===== src/rtl/rx_chain_dig_multi_pkg.sv =====
// Shared definitions for the multi-channel RX digital merge stage:
// capture-mode encodings and the legal range for the number of replaced LSBs.
package rx_dig_pkg;

    typedef enum logic [1:0] {
        MODE_DIRECT = 2'b00,
        MODE_CATCH  = 2'b01
    } mode_e;

    localparam int DIG_BITS_MIN = 1;
    localparam int DIG_BITS_MAX = 4;

    function automatic bit dig_bits_legal(input int n);
        return (n >= DIG_BITS_MIN) && (n <= DIG_BITS_MAX);
    endfunction

endpackage


===== src/rtl/rx_chain_dig_multi_if.sv =====
// Sample/config bus between the decimators, GPIO capture and the merge stage.
// The producer side uses the master modport; the merge stage uses slave.
interface rx_chain_dig_multi_if #(
    parameter int NCHAN    = 2,
    parameter int SAMP_W   = 16,
    parameter int DIG_BITS = 1,
    parameter int DLY_W    = 4
);

    logic                       enable;
    logic [1:0]                 mode;
    logic [DLY_W-1:0]           delay;
    logic                       strobe_in;
    logic [NCHAN*SAMP_W-1:0]    i_in_ana;
    logic [NCHAN*SAMP_W-1:0]    q_in_ana;
    logic [NCHAN*DIG_BITS-1:0]  i_in_dig;
    logic [NCHAN*DIG_BITS-1:0]  q_in_dig;
    logic                       strobe_out;
    logic [NCHAN*SAMP_W-1:0]    i_out;
    logic [NCHAN*SAMP_W-1:0]    q_out;

    modport master (
        output enable, mode, delay, strobe_in,
        output i_in_ana, q_in_ana, i_in_dig, q_in_dig,
        input  strobe_out, i_out, q_out
    );

    modport slave (
        input  enable, mode, delay, strobe_in,
        input  i_in_ana, q_in_ana, i_in_dig, q_in_dig,
        output strobe_out, i_out, q_out
    );

endinterface


===== src/rtl/rx_chain_dig_multi_delay.sv =====
// One lane of GPIO capture: catch accumulator, circular alignment buffer
// indexed per strobe, and a bypass for zero delay.
module rx_dig_delay #(
    parameter int DIG_BITS = 1,
    parameter int MAX_DLY  = 16,
    parameter int DLY_W    = $clog2(MAX_DLY)
) (
    input  logic                clock,
    input  logic                reset,
    input  logic                strobe_i,
    input  logic                catch_i,
    input  logic [DLY_W-1:0]    delay_i,
    input  logic [DIG_BITS-1:0] dig_i,
    output logic [DIG_BITS-1:0] aligned_o
);

    logic [DIG_BITS-1:0] acc_q;
    logic [DLY_W-1:0]    wp_q;
    logic [DIG_BITS-1:0] mem_q [MAX_DLY];
    logic [DIG_BITS-1:0] cap;
    logic [DLY_W-1:0]    rd_ptr;

    // A bit arriving on the strobe cycle belongs to the sample being captured.
    assign cap    = catch_i ? (acc_q | dig_i) : dig_i;
    // MAX_DLY is a power of two, so the pointer wraps by plain overflow.
    assign rd_ptr = wp_q - delay_i;

    // NOTE: every signal driven here gets a default first, so no path can
    // leave it unassigned and infer a latch.
    always_comb begin
        aligned_o = cap;
        if (delay_i != '0) begin
            aligned_o = mem_q[rd_ptr];
        end
    end

    // NOTE: sequential state uses non-blocking assignments so every register
    // samples the pre-edge values regardless of statement order.
    always_ff @(posedge clock) begin
        if (reset) begin
            acc_q <= '0;
            wp_q  <= '0;
            // NOTE: the buffer is cleared on reset because unwritten entries
            // must read as zero; this rules out a plain RAM macro.
            for (int i = 0; i < MAX_DLY; i++) begin
                mem_q[i] <= '0;
            end
        end else begin
            acc_q <= strobe_i ? '0 : (acc_q | dig_i);
            if (strobe_i) begin
                mem_q[wp_q] <= cap;
                wp_q        <= wp_q + 1'b1;
            end
        end
    end

endmodule


===== src/rtl/rx_chain_dig_multi.sv =====
// Multi-channel RX digital merge: replaces the low DIG_BITS of each I/Q sample
// with captured, delay-aligned GPIO bits; one-clock registered latency.
module rx_chain_dig_multi
    import rx_dig_pkg::*;
#(
    parameter int NCHAN    = 2,
    parameter int SAMP_W   = 16,
    parameter int DIG_BITS = 1,
    parameter int MAX_DLY  = 16,
    parameter int DLY_W    = $clog2(MAX_DLY)
) (
    input  logic               clock,
    input  logic               reset,
    rx_chain_dig_multi_if.slave bus
);

    if (!dig_bits_legal(DIG_BITS)) begin : g_bad_dig_bits
        $error("rx_chain_dig_multi: DIG_BITS must be in 1..4");
    end

    logic                    en_q;
    logic [1:0]              mode_q;
    logic [DLY_W-1:0]        dly_q;
    logic                    en_eff;
    logic [1:0]              mode_eff;
    logic [DLY_W-1:0]        dly_eff;
    logic                    catch_eff;
    logic [DIG_BITS-1:0]     aligned_i [NCHAN];
    logic [DIG_BITS-1:0]     aligned_q [NCHAN];
    logic                    strobe_q;
    logic [NCHAN*SAMP_W-1:0] i_q, i_d;
    logic [NCHAN*SAMP_W-1:0] q_q, q_d;

    // Config applies from the strobe that latches it; between strobes the
    // shadow copy is in force.
    assign en_eff    = bus.strobe_in ? bus.enable : en_q;
    assign mode_eff  = bus.strobe_in ? bus.mode   : mode_q;
    assign dly_eff   = bus.strobe_in ? bus.delay  : dly_q;
    assign catch_eff = (mode_eff == MODE_CATCH);

    always_ff @(posedge clock) begin
        if (reset) begin
            en_q   <= 1'b0;
            mode_q <= MODE_DIRECT;
            dly_q  <= '0;
        end else if (bus.strobe_in) begin
            en_q   <= bus.enable;
            mode_q <= bus.mode;
            dly_q  <= bus.delay;
        end
    end

    for (genvar ch = 0; ch < NCHAN; ch++) begin : g_chan
        rx_dig_delay #(
            .DIG_BITS (DIG_BITS),
            .MAX_DLY  (MAX_DLY),
            .DLY_W    (DLY_W)
        ) u_lane_i (
            .clock     (clock),
            .reset     (reset),
            .strobe_i  (bus.strobe_in),
            .catch_i   (catch_eff),
            .delay_i   (dly_eff),
            .dig_i     (bus.i_in_dig[ch*DIG_BITS +: DIG_BITS]),
            .aligned_o (aligned_i[ch])
        );

        rx_dig_delay #(
            .DIG_BITS (DIG_BITS),
            .MAX_DLY  (MAX_DLY),
            .DLY_W    (DLY_W)
        ) u_lane_q (
            .clock     (clock),
            .reset     (reset),
            .strobe_i  (bus.strobe_in),
            .catch_i   (catch_eff),
            .delay_i   (dly_eff),
            .dig_i     (bus.q_in_dig[ch*DIG_BITS +: DIG_BITS]),
            .aligned_o (aligned_q[ch])
        );
    end

    always_comb begin
        i_d = i_q;
        q_d = q_q;
        if (bus.strobe_in) begin
            i_d = bus.i_in_ana;
            q_d = bus.q_in_ana;
            if (en_eff) begin
                for (int ch = 0; ch < NCHAN; ch++) begin
                    i_d[ch*SAMP_W +: DIG_BITS] = aligned_i[ch];
                    q_d[ch*SAMP_W +: DIG_BITS] = aligned_q[ch];
                end
            end
        end
    end

    always_ff @(posedge clock) begin
        if (reset) begin
            strobe_q <= 1'b0;
            i_q      <= '0;
            q_q      <= '0;
        end else begin
            strobe_q <= bus.strobe_in;
            i_q      <= i_d;
            q_q      <= q_d;
        end
    end

    assign bus.strobe_out = strobe_q;
    assign bus.i_out      = i_q;
    assign bus.q_out      = q_q;

endmodule


===== src/flat_wrapper.sv =====
// flat-port wrapper written by rule: the top's interface ports become plain ports
module rx_chain_dig_multi_flat import rx_dig_pkg::*;
#(
    parameter int NCHAN    = 2,
    parameter int SAMP_W   = 16,
    parameter int DIG_BITS = 1,
    parameter int MAX_DLY  = 16,
    parameter int DLY_W    = $clog2(MAX_DLY)
)
  (clock, reset, bus_enable, bus_mode, bus_delay, bus_strobe_in, bus_i_in_ana, bus_q_in_ana, bus_i_in_dig, bus_q_in_dig, bus_strobe_out, bus_i_out, bus_q_out);
  rx_chain_dig_multi_if #(.NCHAN(NCHAN), .SAMP_W(SAMP_W), .DIG_BITS(DIG_BITS), .DLY_W(DLY_W)) bus_i ();
  input  logic clock;
  input  logic reset;
  input wire logic [$bits(bus_i.enable)-1:0] bus_enable;
  input wire logic [$bits(bus_i.mode)-1:0] bus_mode;
  input wire logic [$bits(bus_i.delay)-1:0] bus_delay;
  input wire logic [$bits(bus_i.strobe_in)-1:0] bus_strobe_in;
  input wire logic [$bits(bus_i.i_in_ana)-1:0] bus_i_in_ana;
  input wire logic [$bits(bus_i.q_in_ana)-1:0] bus_q_in_ana;
  input wire logic [$bits(bus_i.i_in_dig)-1:0] bus_i_in_dig;
  input wire logic [$bits(bus_i.q_in_dig)-1:0] bus_q_in_dig;
  output wire logic [$bits(bus_i.strobe_out)-1:0] bus_strobe_out;
  output wire logic [$bits(bus_i.i_out)-1:0] bus_i_out;
  output wire logic [$bits(bus_i.q_out)-1:0] bus_q_out;
  assign bus_i.enable = bus_enable;
  assign bus_i.mode = bus_mode;
  assign bus_i.delay = bus_delay;
  assign bus_i.strobe_in = bus_strobe_in;
  assign bus_i.i_in_ana = bus_i_in_ana;
  assign bus_i.q_in_ana = bus_q_in_ana;
  assign bus_i.i_in_dig = bus_i_in_dig;
  assign bus_i.q_in_dig = bus_q_in_dig;
  assign bus_strobe_out = bus_i.strobe_out;
  assign bus_i_out = bus_i.i_out;
  assign bus_q_out = bus_i.q_out;
  rx_chain_dig_multi #(.NCHAN(NCHAN), .SAMP_W(SAMP_W), .DIG_BITS(DIG_BITS), .MAX_DLY(MAX_DLY), .DLY_W(DLY_W)) u_core (.clock(clock), .reset(reset), .bus(bus_i));
endmodule

===== config.mk =====
export PLATFORM = sky130hd
export DESIGN_NAME = rx_chain_dig_multi_flat
export DESIGN_NICKNAME = d
export VERILOG_FILES = /design/src/rtl/rx_chain_dig_multi_pkg.sv /design/src/rtl/rx_chain_dig_multi_if.sv /design/src/rtl/rx_chain_dig_multi_delay.sv /design/src/rtl/rx_chain_dig_multi.sv /design/src/flat_wrapper.sv
export SDC_FILE = /design/constraint.sdc
export NUM_CORES = 1
export LEC_CHECK = 0
export ABC_AREA = 1
export CORE_UTILIZATION = 35
export DETAILED_ROUTE_END_ITERATION = 10
export GPL_TIMING_DRIVEN = 0
export HOLD_SLACK_MARGIN = 0.05
export PLACE_DENSITY = 0.59
export SYNTH_ARGS = -nofsm -noshare
export SYNTH_HDL_FRONTEND = slang
export SYNTH_SLANG_ARGS = --single-unit

===== constraint.sdc =====
create_clock -name clock -period 4.2 [get_ports clock]
set_input_delay 0.84 -clock clock [delete_from_list [all_inputs] [get_ports clock]]
set_output_delay 0.84 -clock clock [all_outputs]
set_load 0.01 [all_outputs]

### Yosys cells after proc, flatten, opt, wreduce, memory -nomap -nowiden

Memory sizes are Yosys's and may differ from the RTL's.
Cells that the tools add are included.

* register bits after elaboration: 92
* bits in writable memories: 64
* bits of input ports: 78
* output and inout bits: 65
* word-level logic and storage cells: 69
* memories kept: 4

* $add $sub $neg: 8
* equal/unequal tests: 1
* muxes and demuxes: 32
* bitwise logic cells: 4
* reduce and logical (&&, ||, !) cells: 6

Memories
* u_core.g_chan[0].u_lane_i.mem_q: words 16, width 1, read ports 1, clocked after Yosys merged registers in 0, wr ports 16, RTL line rx_chain_dig_multi_delay.sv:19 `logic [DIG_BITS-1:0] mem_q [MAX_DLY];`
* u_core.g_chan[0].u_lane_q.mem_q: words 16, width 1, read ports 1, clocked after Yosys merged registers in 0, wr ports 16, RTL line rx_chain_dig_multi_delay.sv:19
* u_core.g_chan[1].u_lane_i.mem_q: words 16, width 1, read ports 1, clocked after Yosys merged registers in 0, wr ports 16, RTL line rx_chain_dig_multi_delay.sv:19
* u_core.g_chan[1].u_lane_q.mem_q: words 16, width 1, read ports 1, clocked after Yosys merged registers in 0, wr ports 16, RTL line rx_chain_dig_multi_delay.sv:19

Operators with widths (count)
* $mux W1: 26
* $mux W4: 5
* $add A4 B1 Y4 const B: 4
* $sub A4 B4 Y4: 4
* $or A1 B1 Y1: 4
* $reduce_bool A4 Y1: 1
* $reduce_or A1 Y1: 4
* $eq A2 B1 Y1 const B: 1
* $mux W2: 1
* $reduce_or A2 Y1: 1

### Longest topological paths before layout

Gate-level depths: netlist (run 1).

* word-level depth: 5
* depth in mapped cells: 19
* depth with buffers taken out: 17

### Hierarchy

From an unflattened synthesis (run 1), not the netlist that was laid out.

* cells, all modules: 1020
* area, all modules: 7897.6 µm²

By module, submodules not included
* rx_dig_delay: instances 4, cells each 173, area each 1311.3 µm², seq. area each 580.6 µm²
* rx_chain_dig_multi: instances 1, cells each 328, area each 2652.5 µm², seq. area each 1441.4 µm²

### Worst setup path after synthesis (run 1)

Ideal clock, no wire load.

* kind: input to register
* start: input bus_strobe_in
* end: register u_core.q_q[0], in the netlist u_core.bus.q_out[0]
* setup time: 0.112 ns
* arrival: 2.722 ns
* data required time: 4.088 ns
* setup slack: 1.366 ns
* stages: 19
* path buffers: 2
* cells stage by stage: buf_6 > inv_2 > buf_6 > nand2_1 > nand2_1 > ha_1 > inv_1 > fa_1 > inv_1 > nand3_1 > nand2_1 > nand2_1 > nand2_1 > nand2_1 > nand3_1 > nand2_1 > nand2_1 > nand2_1 > nand2_1

* longest elaborated chain between the ends: 5
* elaborated cells on any way between the ends: 10
* those cells by class: add/sub (1); eq/ne (1); mux (6); reduce/logical (1); memory (1)

RTL lines
* start, declared: RTL line flat_wrapper.sv:17 `input wire logic [$bits(bus_i.strobe_in)-1:0] bus_strobe_in;`
* $mux W4 *
* named net u_core.dly_eff[0]: RTL line rx_chain_dig_multi.sv:26 `logic [DLY_W-1:0] dly_eff;`
* $sub A4 B4 Y4: RTL line rx_chain_dig_multi_delay.sv:26 `assign rd_ptr = wp_q - delay_i;`
* $mem_v2 Z16 W1
* $mux W1 *: RTL line rx_chain_dig_multi_delay.sv:32 `if (delay_i != '0) begin`
* $mux W1 *: RTL line rx_chain_dig_multi.sv:89 `if (en_eff) begin`
* end signal, assigned: RTL line rx_chain_dig_multi.sv:106 `q_q <= q_d;`
* end, declared: RTL line rx_chain_dig_multi.sv:32 `logic [NCHAN*SAMP_W-1:0] q_q, q_d;`

Mark *: on every way through the listed nets, which the timed path passes. The rest lies on a longest branch.
A chain may end at the register's enable or synchronous reset.

### Final worst setup path (run 1)

* start: input bus_delay[0]
* end: register u_core.i_q[16], in the netlist u_core.bus.i_out[16]

* longest elaborated chain between the ends: 5
* elaborated cells on any way between the ends: 6
* those cells by class: add/sub (1); mux (3); reduce/logical (1); memory (1)

RTL lines
* start, declared: RTL line flat_wrapper.sv:16 `input wire logic [$bits(bus_i.delay)-1:0] bus_delay;`
* $mux W4 *
* named net u_core.dly_eff[0]: RTL line rx_chain_dig_multi.sv:26
* $sub A4 B4 Y4: RTL line rx_chain_dig_multi_delay.sv:26
* $mem_v2 Z16 W1
* $mux W1 *: RTL line rx_chain_dig_multi_delay.sv:32
* $mux W1 *: RTL line rx_chain_dig_multi.sv:89
* end signal, assigned: RTL line rx_chain_dig_multi.sv:105 `i_q <= i_d;`
* end, declared: RTL line rx_chain_dig_multi.sv:31 `logic [NCHAN*SAMP_W-1:0] i_q, i_d;`

Marked as above.

==> summary.txt, run 1 <==
TritonCTS buffer count: 17
Worst Hold Depth: 2
crit path kind: input pin to flip-flop
worst-case hold path end point: u_core.bus.q_out[16]$_SDFFE_PP0P_
GR peak layer: met2
Final Hold Fails: 0
sequential cell area: 3760 um^2
via count: 6744
Setup Skew: 0.0163 ns
DP Cell Count: 1330
row count: 53
Routed wire per std cell: 16.1 um
total core area: 21300 um^2
cell accounting for the most synthesized area: edfxtp_1
GPL Wtd Cong: 0.873
multi-input logic area: 3400 um^2
hold_sp: u_core.bus.q_out[16]$_SDFFE_PP0P_
syn_nets: 1025
global-route track usage on met2: 32.9%
post-route ant nets: 0
Peak Freq: 309 MHz
CTS sink count: 156
maximum clock path buffer count: 2
Post-Syn Area: 7670 um^2
ranking of synthesized cells by area: edfxtp_1, dfxtp_1, nand2_1, nand3_1, a22o_1
unrepaired setup endpoints after global routing: no
DIE HEIGHT: 150 um
largest net degree at the start of global routing: 17
initial antenna violation count: 0
PortBufs: 140
Worst-Margin Slew: 0.768 ns
Worst Hold Class: flip-flop to flip-flop
crit share post-route: 77.0%
Final Instance Count excl. Fillers: 1362
diode count: 0
met3 Usage GRT: 7.10%
CP max FO: 5
initial core utilization: 36.0%
max_cap viols: 0
total track usage: 20.3%
Area growth, synth to finish: 30.5%
worst reg2reg path depth: 16
Cell Area, Placed: 9420 um^2
post-synth cell types: 29
Synth top cells by count: nand2_1, nand3_1, nor2_1
final setup fails: 0
Seq cells post-synth: 156
Max IR drop VDD: 0.000286 V
HPWL Detailed: 15.9 mm
Congestion Overflow GR: 0
Worst-Skew Late Latency: 0.43 ns
Hold-fix buffers, CTS: 0
Final Critical Period: 3.23 ns
first-pass GRT wire length: 34.3 mm
P_leak: 0.00427 uW
Vias per Instance: 4.95
most frequent cell after synthesis: nand2_1
r2r startpoint: u_core.dly_q[0]$_SDFF_PP0_
Seq/Total Area, Yosys: 49.1%
Post-CTS Setup Bufs: 0
Max Transition Viols Final: 0
cell area after layout: 10000 um^2
Worst Setup End Kind: flip-flop
WP data arrival: 3.56 ns
Top FF cell, synth: dfxtp_1
M1 GR Usage: 25.4%
IO Pins: 143
root buffer cell: clkbuf_16
Syn Inst Count: 915
vias in the first global route: 6512
Worst R2R End: u_core.bus.i_out[16]$_SDFFE_PP0P_
Synth top area share: 25.0%
R2R Setup Slk: 1.62 ns
ys async rst share: 0%
Max transition margin: 47.3%
drt drc: 0
htree depth: 4
CTS tree: yes
Setup crit start kind: input pin
chip width: 150 um
Initial DRT Pass Iterations: 5
post-CTS sizing: 0
clock slew at reported path FFs: 0.07 ns
Synth Warn #: 0
Routed Wire Length: 22.0 mm
share of layout cells above drive strength 1: 6.99%
die area: 22500 um^2
Setup TNS: 0 ns
CP required: 4.53 ns
Avg Inst Size Synth: 8.39 um^2
Post-synth EDFFs: 64
# fillers: 2113
# nets final: 1184
Starting DRT DRC Count: 460
Power Density: 396 nW/um^2
run status: finished, final reports clean
-- state kept, by name, indices dropped and copies added, names as in the netlist --
signal                        flops
u_core.dly_q                      4
u_core.mode_q                     2
u_core.bus.strobe_out             1
u_core.bus.q_out                 32
u_core.g_chan.u_lane_q.wp_q       8
u_core.g_chan.u_lane_q.acc_q      2
u_core.g_chan.u_lane_i.acc_q      2
u_core.g_chan.u_lane_q.mem_q     32
u_core.g_chan.u_lane_i.wp_q       8
u_core.bus.i_out                 32
u_core.en_q                       1
u_core.g_chan.u_lane_i.mem_q     32
-- cell usage in the layout, fill, tap and decap left out --
| cell type | n |
|---|---|
| nand3_1 | 116 |
| clkbuf_16 | 19 |
| nor2_8 | 1 |
| nand2_1 | 252 |
| clkinvlp_4 | 1 |
| buf_2 | 17 |
| nor4_1 | 4 |
| inv_6 | 5 |
| nand2_4 | 2 |
| clkinv_4 | 2 |
| inv_2 | 4 |
| clkbuf_1 | 16 |
| nor2_1 | 95 |
| edfxtp_1 | 64 |
| xnor2_1 | 4 |
| or2_1 | 2 |
| xor2_1 | 4 |
| inv_8 | 1 |
| inv_1 | 73 |
| clkdlybuf4s50_1 | 140 |
| nand2_2 | 4 |
| a21oi_1 | 17 |
| ha_1 | 28 |
| clkinv_2 | 1 |
| dfxtp_1 | 92 |
| inv_4 | 1 |
| nor3_1 | 16 |
| fa_1 | 4 |
| buf_4 | 5 |
| o21ai_2 | 3 |
| o21ai_0 | 20 |
| mux2i_1 | 1 |
| a21oi_4 | 4 |
| nor2_4 | 2 |
| clkbuf_8 | 2 |
| a22o_1 | 60 |
| buf_1 | 3 |
| buf_6 | 2 |
-- power breakdown --
part	switching, uW	internal [uW]
Sequential	41.5	1650
Clock	667	875
Combinational	422	310
Total	1130	2830
-- worst max path at each step --
| stage | cells after the start | end | startpoint | slack (ns) |
|---|---|---|---|---|
| finish | 17 | u_core.bus.i_out[16]$_SDFFE_PP0P_ | bus_delay[0] | 0.97 |
| global route | 17 | u_core.bus.q_out[0]$_SDFFE_PP0P_ | bus_delay[0] | 0.80 |
| CTS | 17 | u_core.bus.q_out[0]$_SDFFE_PP0P_ | bus_delay[0] | 1.01 |
| detailed placement | 17 | u_core.bus.q_out[0]$_SDFFE_PP0P_ | bus_delay[0] | 0.56 |
| global placement | 17 | u_core.bus.q_out[0]$_SDFFE_PP0P_ | bus_delay[0] | 0.55 |
| floorplan | 19 | u_core.bus.q_out[0]$_SDFFE_PP0P_ | bus_strobe_in | 1.37 |
-- through the flow --
stage               hold slack, ns  util, %  setup slack [ns]  power [uW]
CTS                          0.461     47.0              1.01        4000
finish                       0.453     47.0             0.968        3970
floorplan                    0.474        -              1.37        2150
global route                 0.480     47.0             0.804        4140
global placement             0.441     44.2             0.555        2450
detailed placement           0.449     44.2             0.565        2450
-- area by class of cell --
class / instances / area share, %
plain buffers: 43 / 2.16
clock buffers: 21 / 5.02
clock inverters: 11 / 0.912
inverters: 77 / 2.89
multi-input cells: 639 / 34.0
flip-flops and latches: 156 / 37.6
well taps: 275 / 3.44
repair buffers: 140 / 14.0
-- worst max-delay path, stage by stage --
cell,delay [ns]
clkdlybuf4s50_1,0.53
nand2_1,0.07
nand2_1,0.25
ha_1,0.24
inv_1,0.07
fa_1,0.60
inv_1,0.14
nand3_1,0.10
nand2_1,0.06
nand2_1,0.06
nand2_1,0.07
nand2_1,0.06
nand3_1,0.16
nand2_1,0.15
nand2_1,0.06
nand2_1,0.06
nand2_1,0.05
-- cells by family after synthesis --
logic type,share of synthesized area [%]
AOI/OAI and AO/OA,10.5
xor gates and xnor gates,0.913
adders and majority gates,5.61
buffers and inverters,6.59
DFF,49.1
muxes,0.130
and+or+nand+nor,27.3
-- routing by layer --
metal / vias up / wire [um]
met5: - / 0
met1: 3146 / 9510
li1: 3363 / -
met2: 213 / 10200
met4: 0 / 274
met3: 22 / 1990
No activity file was read; power rests on OpenSTA's default activity.
==> run 2: changes to the inputs <==
Clock period 4.2 ns to 3.05 ns, I/O delays scaled along.
==> run 2 against run 1 <==
Compared with the run above: design area increased by 0.12%; critical path type unchanged; sequential share of layout area about the same; combinational power is 38% higher; clock skew up 0.0018 ns; critical endpoint unchanged; die area unchanged; wire length about the same; worst setup slack got worse by 0.80 ns; count of clock-buffer cells in the layout is the same; largest power group unchanged; largest cell class unchanged; first-iteration DRC count is 7.8% lower; critical path depth unchanged.
==> summary.txt, run 2 (synthesis gave the netlist of run 1 again) <==
first-pass GRT wire length: 34.3 mm (unchanged)
maximum clock path buffer count: 2 (unchanged)
Starting DRT DRC Count: 424 (-7.8%)
Setup TNS: 0 ns (unchanged)
pre-CTS WS: -0.355 ns (-0.920 ns)
via count: 6738 (-0.089%)
R2R Setup Slk: 0.60 ns (-1.02 ns)
Final Instance Count excl. Fillers: 1362 (unchanged)
# nets final: 1184 (unchanged)
Setup crit start kind: input pin
TritonCTS buffer count: 17 (unchanged)
Worst Hold Class: flip-flop to flip-flop
PortBufs: 140 (unchanged)
DP Cell Count: 1330 (unchanged)
Worst-Margin Slew: 0.730 ns (-0.0383 ns)
Power Density: 545 nW/um^2 (+38%)
run status: finished, final reports clean
Initial DRT Pass Iterations: 5 (unchanged)
final worst slack: 0.163 ns (-0.805 ns)
Max Transition Viols Final: 0 (unchanged)
GPL Wtd Cong: 0.873 (unchanged)
Final Critical Period: 2.89 ns
initial antenna violation count: 0 (unchanged)
cell area after layout: 10000 um^2 (+0.12%)
post-route ant nets: 0 (unchanged)
M1 GR Usage: 25.4% (unchanged)
P_leak: 0.00427 uW (about the same)
Routed wire per std cell: 16.1 um (about the same)
WP data arrival: 3.22 ns (-0.34 ns)
# fillers: 2109 (-0.19%)
crit path kind: input pin to flip-flop
met3 Usage GRT: 7.10% (unchanged)
total track usage: 20.3% (unchanged)
GR peak layer: met2
Routed Wire Length: 22.0 mm (about the same)
IO Pins: 143 (unchanged)
CTS sink count: 156 (unchanged)
Hold-fix buffers, CTS: 0 (unchanged)
drt drc: 0 (unchanged)
final core occ: 47.1% (+0.059 points)
die area: 22500 um^2 (unchanged)
Final Hold Fails: 0 (unchanged)
Worst-Skew Late Latency: 0.43 ns (about the same)
htree depth: 4 (unchanged)
Worst Setup End Kind: flip-flop
initial core utilization: 36.0% (unchanged)
vias in the first global route: 6512 (unchanged)
Max IR drop VDD: 0.000394 V (+38%)
row count: 53 (unchanged)
global-route track usage on met2: 32.9% (unchanged)
Area growth, synth to finish: 30.7%
CTS tree: yes
unrepaired setup endpoints after global routing: no
Max transition margin: 49.9% (+2.6 points)
largest net degree at the start of global routing: 17 (unchanged)
CP required: 3.38 ns (-1.15 ns)
Peak Freq: 346 MHz
share of layout cells above drive strength 1: 7.18% (+0.18 points)
clock slew at reported path FFs: 0.07 ns (about the same)
root buffer cell: clkbuf_16
DIE HEIGHT: 150 um (unchanged)
chip width: 150 um (unchanged)
commonest non-fill, non-tap cell in the layout: nand2_1
max_cap viols: 0 (unchanged)
Congestion Overflow GR: 0 (unchanged)
Setup Skew: 0.0182 ns (+0.00185 ns)
final setup fails: 0 (unchanged)
Cell Area, Placed: 9420 um^2 (unchanged)
diode count: 0 (unchanged)
Vias per Instance: 4.95 (about the same)
crit share post-route: 94.6%
total core area: 21300 um^2 (unchanged)
commonest cells after routing, fill and taps aside: nand2_1, clkdlybuf4s50_1, nand3_1, nor2_1, dfxtp_1
CP max FO: 5 (unchanged)
HPWL Detailed: 15.9 mm (unchanged)
==> run 2: cell counts in the layout (fill, tap and decap cells not counted) <==
Identical to the previous run, type by type.
==> run 2: power by group <==
group	internal (uW)	switching (uW)	total, uW	leakage, uW
clock	1200	918	2120	0.000294
sequential	2270	57.2	2330	0.00142
combinational	429	582	1010	0.00255
total	3910	1560	5460	0.00427
==> run 2: critical path: stages <==
cell	delay, ns
clkdlybuf4s50_1	0.53
nand2_1	0.08
nand2_2	0.17
ha_1	0.20
inv_1	0.07
fa_1	0.60
inv_1	0.14
nand3_1	0.10
nand2_1	0.06
nand2_1	0.06
nand2_1	0.07
nand2_1	0.06
nand3_1	0.15
nand2_1	0.14
nand2_1	0.06
nand2_1	0.06
nand2_1	0.05
==> run 2: stage by stage <==
step           hold slack [ns]  power (uW)
2_1_floorplan            0.474        2950
3_3_place_gp             0.441        3370
3_5_place_dp             0.449        3380
4_1_cts                  0.461        5500
5_1_grt                  0.480        5700
6_report                 0.453        5460
==> run 2: layer usage <==
layer	up-vias	part of all wire [%]
met1	3121	43
met3	22	9.6
li1	3363	-
met4	0	1.3
met2	232	46
met5	-	0
==> run 2: final timing paths <==
check                                     from                                end  depth (start not counted)
max                               bus_delay[0]  u_core.bus.i_out[16]$_SDFFE_PP0P_                         17
max reg2reg         u_core.dly_q[0]$_SDFF_PP0_  u_core.bus.i_out[16]$_SDFFE_PP0P_                         16
min          u_core.bus.q_out[16]$_SDFFE_PP0P_  u_core.bus.q_out[16]$_SDFFE_PP0P_                          2
min reg2reg  u_core.bus.q_out[16]$_SDFFE_PP0P_  u_core.bus.q_out[16]$_SDFFE_PP0P_                          2
==> run 2: layout make-up <==
cell class / instances / area, um^2 / area share, %
Timing Repair Buffer: 140 / 1400 / 14.0
Clock inverter: 11 / 91.3 / 0.911
Tap cell: 275 / 344 / 3.43
Multi-Input combinational cell: 639 / 3420 / 34.1
Sequential cell: 156 / 3760 / 37.5
Inverter: 77 / 289 / 2.88
Buffer: 43 / 216 / 2.16
Clock buffer: 21 / 503 / 5.02
==> run 2: timing repair <==
action / 4_1_cts / 5_1_grt
resized for setup: 0 / 3
buffers inserted: 0 / 0
setup endpoints to repair: 0 / 3
==> run 3: changes to the inputs <==
Settings changed: CORE_UTILIZATION 35 to 50, PLACE_DENSITY 0.59 to 0.79.
==> run 3 against run 2 <==
Compared with the run above: first-iteration DRC count rose by 48%; global-route usage rose by 5.9 points; critical path type unchanged; critical endpoint is now u_core.bus.q_out[0]$_SDFFE_PP0P_; design area down 1.4%; total power decreased by 1.5%; fmax is 0.31% higher; clock power shrank 2%; wire length down 9.1%; cell count fell by 6.7%; die area fell by 30%.
==> summary.txt, run 3 (synthesis gave the netlist of run 1 again) <==
via count: 6733 (-0.074%)
Worst Setup End Kind: flip-flop
P_leak: 0.00426 uW (about the same)
worst reg2reg path depth: 13 (-3)
Routed wire per std cell: 15.7 um (-2.6%)
most used cell, CP: nand2_1
Worst-Skew Late Latency: 0.42 ns (about the same)
Power Density: 544 nW/um^2 (-0.13%)
PortBufs: 140 (unchanged)
run status: finished, final reports clean
root buffer cell: clkbuf_16
diode count: 0 (unchanged)
Met3 Wirelength: 1.83 mm (-13%)
max_cap viols: 0 (unchanged)
Routed Wire Length: 20.0 mm (-9.1%)
DIE HEIGHT: 126 um (-16%)
htree depth: 4 (unchanged)
top sig layer: met4
crit path kind: input pin to flip-flop
hold_ws: 0.451 ns (-0.00218 ns)
Post-CTS Setup Bufs: 0 (unchanged)
# fillers: 1216 (-42%)
post-route ant nets: 0 (unchanged)
initial core utilization: 52.0% (+16 points)
Starting DRT DRC Count: 627 (+48%)
critical path depth: 13 (-4)
HPWL Detailed: 14.9 mm (-6.5%)
Initial DRT Pass Iterations: 5 (unchanged)
critical path, cell by cell: clkdlybuf4s50_1, o21ai_2, fa_1, inv_1, nand3_1, nand3_1, nand2_1, nand2_1, nand3_1, nand2_1, nand2_1, nand2_1, nand2_1
CP max FO: 10 (+5)
cell family with most CP delay: simple AND/OR/NAND/NOR gates
commonest cells after routing, fill and taps aside: nand2_1, clkdlybuf4s50_1, nand3_1, nor2_1, dfxtp_1
Worst-Margin Slew: 0.744 ns (+0.0138 ns)
Max IR drop VDD: 0.000444 V (+13%)
vias in the first global route: 6542 (+0.46%)
WP data arrival: 3.20 ns (-0.02 ns)
drt drc: 0 (unchanged)
chip width: 126 um (-16%)
Final Critical Period: 2.88 ns (-0.00889 ns)
CTS sink count: 156 (unchanged)
post-CTS sizing: 0 (unchanged)
met2 wire length: 9.65 mm (-5.6%)
TritonCTS buffer count: 17 (unchanged)
unrepaired setup endpoints after global routing: no
pre-CTS WS: -0.226 ns (+0.129 ns)
IO Pins: 143 (unchanged)
Congestion Overflow GR: 0 (unchanged)
row count: 44 (-17%)
CTS tree: yes
Crit path buffers/inverters: 2 (-1)
final setup fails: 0 (unchanged)
Setup Skew: 0.00716 ns (-0.0110 ns)
commonest non-fill, non-tap cell in the layout: nand2_1
Worst Hold Class: flip-flop to flip-flop
total core area: 14800 um^2 (-31%)
# nets final: 1184 (unchanged)
share of layout cells above drive strength 1: 6.90% (-0.28 points)
crit share post-route: 94.4% (-0.29 points)
initial antenna violation count: 0 (unchanged)
Max transition margin: 49.0% (-0.95 points)
CP required: 3.37 ns (about the same)
Max Transition Viols Final: 0 (unchanged)
Setup crit start kind: input pin
Area growth, synth to finish: 28.8%
Vias per Instance: 5.30 (+7.1%)
die area: 15800 um^2 (-30%)
GPL Wtd Cong: 0.886 (+1.6%)
first-pass GRT wire length: 32.0 mm (-6.8%)
largest net degree at the start of global routing: 17 (unchanged)
Worst Hold Depth: 2 (unchanged)
final worst slack: 0.172 ns (+0.00889 ns)
maximum clock path buffer count: 2 (unchanged)
total track usage: 26.1% (+5.9 points)
Final Hold Fails: 0 (unchanged)
crit path max-delay cell type: fa_1
Peak Freq: 347 MHz (+0.31%)
R2R Setup Slk: 0.58 ns (-0.02 ns)
Hold-fix buffers, CTS: 0 (unchanged)
Max stage delay on crit path: 0.62 ns (+0.02 ns)
clock slew at reported path FFs: 0.06 ns (about the same)
DRT met1 WL: 7.91 mm (-16%)
[run 3: final cells by class]
| class | count | area, um^2 | share of cell area (%) |
|---|---|---|---|
| buffer | 43 | 216 | 2.19 |
| clock buffer | 23 | 510 | 5.16 |
| clock inverter | 9 | 68.8 | 0.696 |
| inverter | 77 | 289 | 2.92 |
| multi-input combinational | 639 | 3410 | 34.5 |
| sequential | 156 | 3760 | 38.1 |
| tap | 184 | 230 | 2.33 |
| timing repair buffer | 140 | 1400 | 14.2 |
[run 3: through the flow]
stage | power, uW | util [%] | instances | TNS [ns] | instance area (um^2)
2_1_floorplan | 2950 | - | 915 | 0 | 7670
3_3_place_gp | 3330 | 63.1 | 1239 | -0.597 | 9300
3_5_place_dp | 3340 | 63.1 | 1239 | -0.662 | 9300
4_1_cts | 5390 | 67.0 | 1271 | 0 | 9880
5_1_grt | 5600 | 67.0 | 1271 | 0 | 9890
6_report | 5380 | 67.0 | 1271 | 0 | 9890
[run 3: path summary, 6_finish.rpt]
path,to,from
setup reg to reg,u_core.bus.q_out[0]$_SDFFE_PP0P_,u_core.dly_q[1]$_SDFF_PP0_
setup / recovery,u_core.bus.q_out[0]$_SDFFE_PP0P_,bus_delay[1]
hold / removal,u_core.bus.i_out[16]$_SDFFE_PP0P_,u_core.bus.i_out[16]$_SDFFE_PP0P_
hold reg to reg,u_core.bus.i_out[16]$_SDFFE_PP0P_,u_core.bus.i_out[16]$_SDFFE_PP0P_
[run 3: worst min-delay path: stages, from the launching register on]
cell     delay (ns)
dfxtp_1        0.31
nand2_1        0.06
nand2_1        0.04
[run 3: power by group]
part | switching, uW | internal [uW] | total, uW
clock network | 874 | 1200 | 2070
registers | 59.5 | 2270 | 2330
logic | 553 | 426 | 979
total | 1490 | 3890 | 5380
[run 3: metal layers]
metal	global-route usage, %	vias to the layer above
met5	0	-
met4	11.8	0
met3	6.63	40
met2	44.9	264
met1	30.8	3054
li1	-	3375
